`src/rtl/meteor_spawn_scheduler.sv`:
```
// ============================================================================
// Module   : meteor_spawn_scheduler
// Purpose  : Frame-tick paced meteor spawner; picks the lowest free slot, harvests
//            16 random bits and offers one spawn command over valid/ready.
// Revision : 1.0 - initial release
// ============================================================================
`default_nettype none

module meteor_spawn_scheduler #(
    parameter int NUM_SLOTS      = 8,
    parameter int SPAWN_INTERVAL = 30,
    parameter int SCREEN_W       = 640
) (
    input  logic                 Clk,
    input  logic                 Reset,
    input  logic                 frame_Clk,
    input  logic                 enable,
    input  logic                 rand_bit,
    input  logic [NUM_SLOTS-1:0] slot_busy,
    input  logic                 spawn_ready,
    output logic                 spawn_valid,
    output logic [3:0]           spawn_slot,
    output logic [9:0]           spawn_x,
    output logic [2:0]           spawn_x_speed,
    output logic [2:0]           spawn_y_speed,
    output logic                 spawn_sign,
    output logic [7:0]           spawn_count,
    output logic                 pending
);

    localparam logic [7:0] c_INTERVAL = 8'(SPAWN_INTERVAL);
    localparam logic [9:0] c_SCREEN_W = 10'(SCREEN_W);

    typedef enum logic [1:0] {
        S_IDLE   = 2'd0,
        S_FIND   = 2'd1,
        S_GATHER = 2'd2,
        S_OFFER  = 2'd3
    } state_t;

    state_t      r_state;
    logic        r_fs1, r_fs2, r_fs3;
    logic        r_tick;
    logic        r_parity;
    logic [7:0]  r_countdown;
    logic [3:0]  r_gcnt;
    logic [15:0] r_word;
    logic        r_valid;
    logic [3:0]  r_slot;
    logic [9:0]  r_x;
    logic [2:0]  r_xs, r_ys;
    logic        r_sign;
    logic [7:0]  r_count;
    logic        r_pending;

    logic        w_free_any;
    logic [3:0]  w_free_idx;
    logic [15:0] w_word_full;
    logic [9:0]  w_raw;
    logic [9:0]  w_x;

    // Scan downward so the last hit is the lowest free index.
    always_comb begin
        w_free_any = 1'b0;
        w_free_idx = 4'd0;
        for (int i = NUM_SLOTS - 1; i >= 0; i--) begin
            if (!slot_busy[i]) begin
                w_free_any = 1'b1;
                w_free_idx = 4'(i);
            end
        end
    end

    assign w_word_full = {rand_bit, r_word[15:1]};
    assign w_raw       = w_word_full[9:0];
    assign w_x         = (w_raw >= c_SCREEN_W) ? (w_raw - c_SCREEN_W) : w_raw;

    always_ff @(posedge Clk or posedge Reset) begin
        if (Reset) begin
            r_fs1    <= 1'b0;
            r_fs2    <= 1'b0;
            r_fs3    <= 1'b0;
            r_tick   <= 1'b0;
            r_parity <= 1'b0;
        end else begin
            r_fs1  <= frame_Clk;
            r_fs2  <= r_fs1;
            r_fs3  <= r_fs2;
            r_tick <= r_fs2 & ~r_fs3;
            if (r_tick) begin
                r_parity <= ~r_parity;
            end
        end
    end

    always_ff @(posedge Clk or posedge Reset) begin
        if (Reset) begin
            r_state     <= S_IDLE;
            r_countdown <= c_INTERVAL;
            r_gcnt      <= 4'd0;
            r_word      <= 16'd0;
            r_valid     <= 1'b0;
            r_slot      <= 4'd0;
            r_x         <= 10'd0;
            r_xs        <= 3'd0;
            r_ys        <= 3'd0;
            r_sign      <= 1'b0;
            r_count     <= 8'd0;
            r_pending   <= 1'b0;
        end else begin
            case (r_state)
                S_IDLE: begin
                    if (r_tick && enable) begin
                        if (r_countdown > 8'd1) begin
                            r_countdown <= r_countdown - 8'd1;
                        end else begin
                            r_state <= S_FIND;
                        end
                    end
                end
                S_FIND: begin
                    if (w_free_any) begin
                        r_slot      <= w_free_idx;
                        r_countdown <= c_INTERVAL;
                        r_pending   <= 1'b0;
                        r_gcnt      <= 4'd0;
                        r_state     <= S_GATHER;
                    end else begin
                        // Parked at 1 so the very next enabled tick retries.
                        r_pending   <= 1'b1;
                        r_countdown <= 8'd1;
                        r_state     <= S_IDLE;
                    end
                end
                S_GATHER: begin
                    r_word <= w_word_full;
                    r_gcnt <= r_gcnt + 4'd1;
                    if (r_gcnt == 4'd15) begin
                        r_x     <= w_x;
                        r_xs    <= (w_word_full[12:10] == 3'd0) ? 3'd1 : w_word_full[12:10];
                        r_ys    <= (w_word_full[15:13] == 3'd0) ? 3'd1 : w_word_full[15:13];
                        r_sign  <= r_parity;
                        r_valid <= 1'b1;
                        r_state <= S_OFFER;
                    end
                end
                S_OFFER: begin
                    if (spawn_ready) begin
                        r_valid <= 1'b0;
                        if (r_count != 8'hFF) begin
                            r_count <= r_count + 8'd1;
                        end
                        r_state <= S_IDLE;
                    end
                end
                default: r_state <= S_IDLE;
            endcase
        end
    end

    assign spawn_valid   = r_valid;
    assign spawn_slot    = r_slot;
    assign spawn_x       = r_x;
    assign spawn_x_speed = r_xs;
    assign spawn_y_speed = r_ys;
    assign spawn_sign    = r_sign;
    assign spawn_count   = r_count;
    assign pending       = r_pending;

endmodule

`default_nettype wire

```
`config.mk`:
```
export PLATFORM = sky130hd
export DESIGN_NAME = meteor_spawn_scheduler
export DESIGN_NICKNAME = d
export VERILOG_FILES = /design/src/rtl/meteor_spawn_scheduler.sv
export SDC_FILE = /design/constraint.sdc
export NUM_CORES = 1
export LEC_CHECK = 0
export ABC_AREA = 1
export BUFFER_PORTS_ARGS = -buffer_cell sky130_fd_sc_hd__buf_2
export CAP_MARGIN = 20
export CORE_MARGIN = 2
export CORE_UTILIZATION = 35
export DETAILED_ROUTE_END_ITERATION = 12
export GPL_TIMING_DRIVEN = 0
export SETUP_SLACK_MARGIN = 0.2
export SYNTH_ARGS = -nofsm -noshare
export SYNTH_HDL_FRONTEND = slang
export SYNTH_SLANG_ARGS = --single-unit
export TNS_END_PERCENT = 100
```
`constraint.sdc`:
```
create_clock -name Clk -period 5.55 [get_ports Clk]
set_clock_uncertainty 0.05 [all_clocks]
set_input_delay 1.11 -clock Clk [delete_from_list [all_inputs] [get_ports Clk]]
set_output_delay 1.11 -clock Clk [all_outputs]
set_load 0.01 [all_outputs]
```
==> results.py <==
metrics = {
    "run_status": {
        "status": "finished clean",
    },
    "place": {
        "dp.cells": 497,
        "place_congestion": 0.7745,
        "port_buffers": 43,
        "dpl_cell_area_um2": 3289,
        "dp_hpwl_um": 4117,
        "pre_cts_ws_ps": 3322,
    },
    "global_routing": {
        "grt.met3_usage_pct": 4.506,
        "antenna_found_initial": 0,
        "grt.busiest_layer": "met2",
        "met2_usage_pct": 23.71,
        "grt_use_total_pct": 15.02,
        "grt_max_degree": 41,
        "grt_pass1_vias": 2290,
        "overflow": 0,
        "grt_first_pass_wirelength_um": 10420,
        "gr-usage-met1_pct": 19.17,
    },
    "yosys": {
        "yosys.area.top_type_share_pct": 51.37,
        "synth_area_leaders": "dfrtp_1 51%, nand2_1 15%, o21ai_0 4.5%",
        "synth_top_family_by_area": "simple AND/OR/NAND/NOR gates",
        "syn_area_per_cell_um2": 8.399,
        "post-synth-top-area-cell": "dfrtp_1",
        "synthTopCellsByCount": "118 x nand2_1, 60 x dfrtp_1, 32 x inv_1, 26 x o21ai_0, 22 x o21ai_1",
        "syn_area_um2": 2923,
        "yosysUniqueCellTypes": 28,
        "ys_seq_elements": 64,
        "synthAdderAreaFrac_pct": 2.140,
        "ys.flop_type": "dfrtp_1",
        "synth_edf_count": 0,
        "seq_area_frac_synth_pct": 54.97,
        "ys_async_sr_fraction_pct": 100.0,
        "syn-num-nets": 367,
        "synth_compound_area_share_pct": 10.92,
        "synthCells": 348,
        "synth.most_common_cell": "nand2_1",
        "synthSimpleGateAreaFrac_pct": 22.65,
        "yosysWarningCount": 0,
        "synth_xor_area_share_pct": 2.697,
        "synth_mux_area_share_pct": 0,
    },
    "cells_and_area": {
        "fillerInstances": 862,
        "diodes": 0,
        "syn2layout_area_growth_pct": 19.18,
        "fin_util_pct": 42.61,
        "drive_above_1_share_pct": 20.94,
        "final_cells": 511,
        "fin_nets": 422,
        "fin_area_um2": 3483,
    },
    "timing": {
        "worst_slew_pin_slew_ps": 579.2,
        "finalHoldViolations": 0,
        "fin_ws_ps": 3428,
        "slew_headroom_pct": 61.33,
        "fmax_mhz": 471.2,
        "finalSetupTns_ps": 0,
        "whs_ps": 303.4,
        "fin_crit_ps": 2122,
        "fin_crit_sh_pct": 38.24,
        "drv_slew": 0,
        "rsz0062_at_grt": "no",
        "setup_viol": 0,
    },
    "floorplanning": {
        "die_h_um": 95.39,
        "boundaryPins": 45,
        "die_area_um2": 9098,
        "rows": 33,
        "die-width_um": 95.39,
        "start_util_pct": 35.75,
        "core_region_area_um2": 8175,
    },
    "worst_setup_path": {
        "path_cells": "buf_2",
        "critPathKind": "reg2out",
        "critPathLaunchType": "flip-flop",
        "critical-path-max-stage-delay_ps": 450,
        "worst_ep_required_time_ps": 4390,
        "crit_path_start": "spawn_count[6]",
        "reg2reg_from": "r_countdown[1]",
        "path_max_fanout": 5,
        "timing.critical_path.max_delay_family": "flip-flops",
        "crit_buf_inv": 1,
        "slowest_stage": "dfrtp_1",
        "worst_ep_arrival_time_ps": 960,
        "end_kind": "output port",
    },
    "cts": {
        "postCtsSetupRepairBufs": 0,
        "clock_path_buffers": 2,
        "cts_tree": "built",
        "holdBufCountCts": 0,
        "post_cts_resized": 0,
        "cts_buffers": 9,
        "clock_sinks": 64,
        "clock_latency_ps": 350,
        "h-tree-depth": 3,
        "clockRootBuffer": "clkbuf_8",
        "path_clk_slew_ps": 80,
    },
    "routing": {
        "vias": 2401,
        "drc": 0,
        "wl_per_cell_um": 11.62,
        "viasPerCell": 4.699,
        "dr.pass1.iters": 4,
        "drtAntennaViolNets": 0,
        "wirelength_um": 5940,
        "dr.first_iter.drc_count": 68,
    },
    "power_and_ir_drop": {
        "netSwitchingPower_uw": 669.1,
        "p_per_area_nw_per_um2": 503.5,
        "peakVddDrop_mv": 0.1693,
        "p_leak_nw": 1.828,
        "finalPower_mw": 1.754,
        "power.internal_mw": 1.085,
        "power.share.sequential_pct": 41.9,
        "p_clk_share_pct": 23.1,
        "swShare_pct": 38.14,
        "pwr-share-comb_pct": 35.0,
    },
    "min_path": {
        "holdCritStartpoint": "r_fs1",
        "hold_class": "reg2reg",
    },
    "job": {
        "drv_cap": 0,
    },
}
==> area by class of cell <==
class                           instances  area (um^2)  share of cell area (%)
Buffer                                  8        47.55                   1.365
Sequential cell                        64         1607                   46.12
Multi-Input combinational cell        238         1126                   32.33
Timing Repair Buffer                   44        235.2                   6.753
Tap cell                              105        131.4                   3.772
Clock buffer                           11        151.4                   4.346
Clock inverter                          3        42.54                   1.221
Inverter                               38        142.6                   4.095
==> final timing paths <==
check	cells past startpoint	end	slack, ps
min in group asynchronous	2	spawn_count[5]	770
worst max register to register	9	r_countdown[5]	3850
worst min-delay path	0	r_fs2	300
max in group asynchronous	3	r_countdown[4]	3990
worst max-delay path	1	spawn_count[6]	3430
worst min register to register	0	r_fs2	300
==> layer usage <==
layer | routed length (um) | part of all wire, % | up-vias
met5 | 0 | 0 | -
met4 | 114 | 1.9 | 0
met3 | 293 | 4.9 | 8
met2 | 2624 | 44 | 53
met1 | 2907 | 49 | 1133
li1 | - | - | 1207
==> registers in the layout, summed over array words and instances (netlist names), named ones only <==
name           count
pending            1
r_countdown        8
r_fs1              1
r_fs2              1
r_fs3              1
r_gcnt             4
r_parity           1
r_state            1
r_tick             1
r_word            15
spawn_count        8
spawn_sign         1
spawn_slot         3
spawn_valid        1
spawn_x           10
spawn_x_speed      3
spawn_y_speed      3
==> cells in the final DEF (no fill, tap or decap), drive strengths merged <==
master / netlist / final
nor2: 23 / 23
dfrtp: 60 / 60
clkinv: 0 / 1
ha: 5 / 5
buf: 7 / 51
nand3: 9 / 9
o21bai: 1 / 1
xor2: 6 / 6
inv: 38 / 38
dfstp: 4 / 4
clkbuf: 1 / 12
bufinv: 0 / 1
o31ai: 1 / 1
xnor2: 3 / 3
clkinvlp: 0 / 1
a21oi: 11 / 11
nand4: 3 / 3
o21ai: 48 / 48
conb: 1 / 1
nand2: 123 / 123
o22a: 1 / 1
nor3: 3 / 3
==> kinds of logic (layout without fill, tap and decap cells) <==
logic type	Yosys count	after routing
simple gates	161	161
flops	64	64
compound gates	62	62
buf+inv	46	104
xor+xnor	9	9
fa+ha+maj	5	5
other cells	1	1
==> power by group through the flow <==
stage	registers, mW	logic, mW	clock network [mW]
after CTS	0.737	0.622	0.417
final	0.735	0.614	0.405
after detailed placement	0.743	0.621	0
after global placement	0.740	0.600	0
after floorplan	0.753	0.425	0
after global routing	0.759	0.718	0.441
No activity file was read; power rests on OpenSTA's default activity.
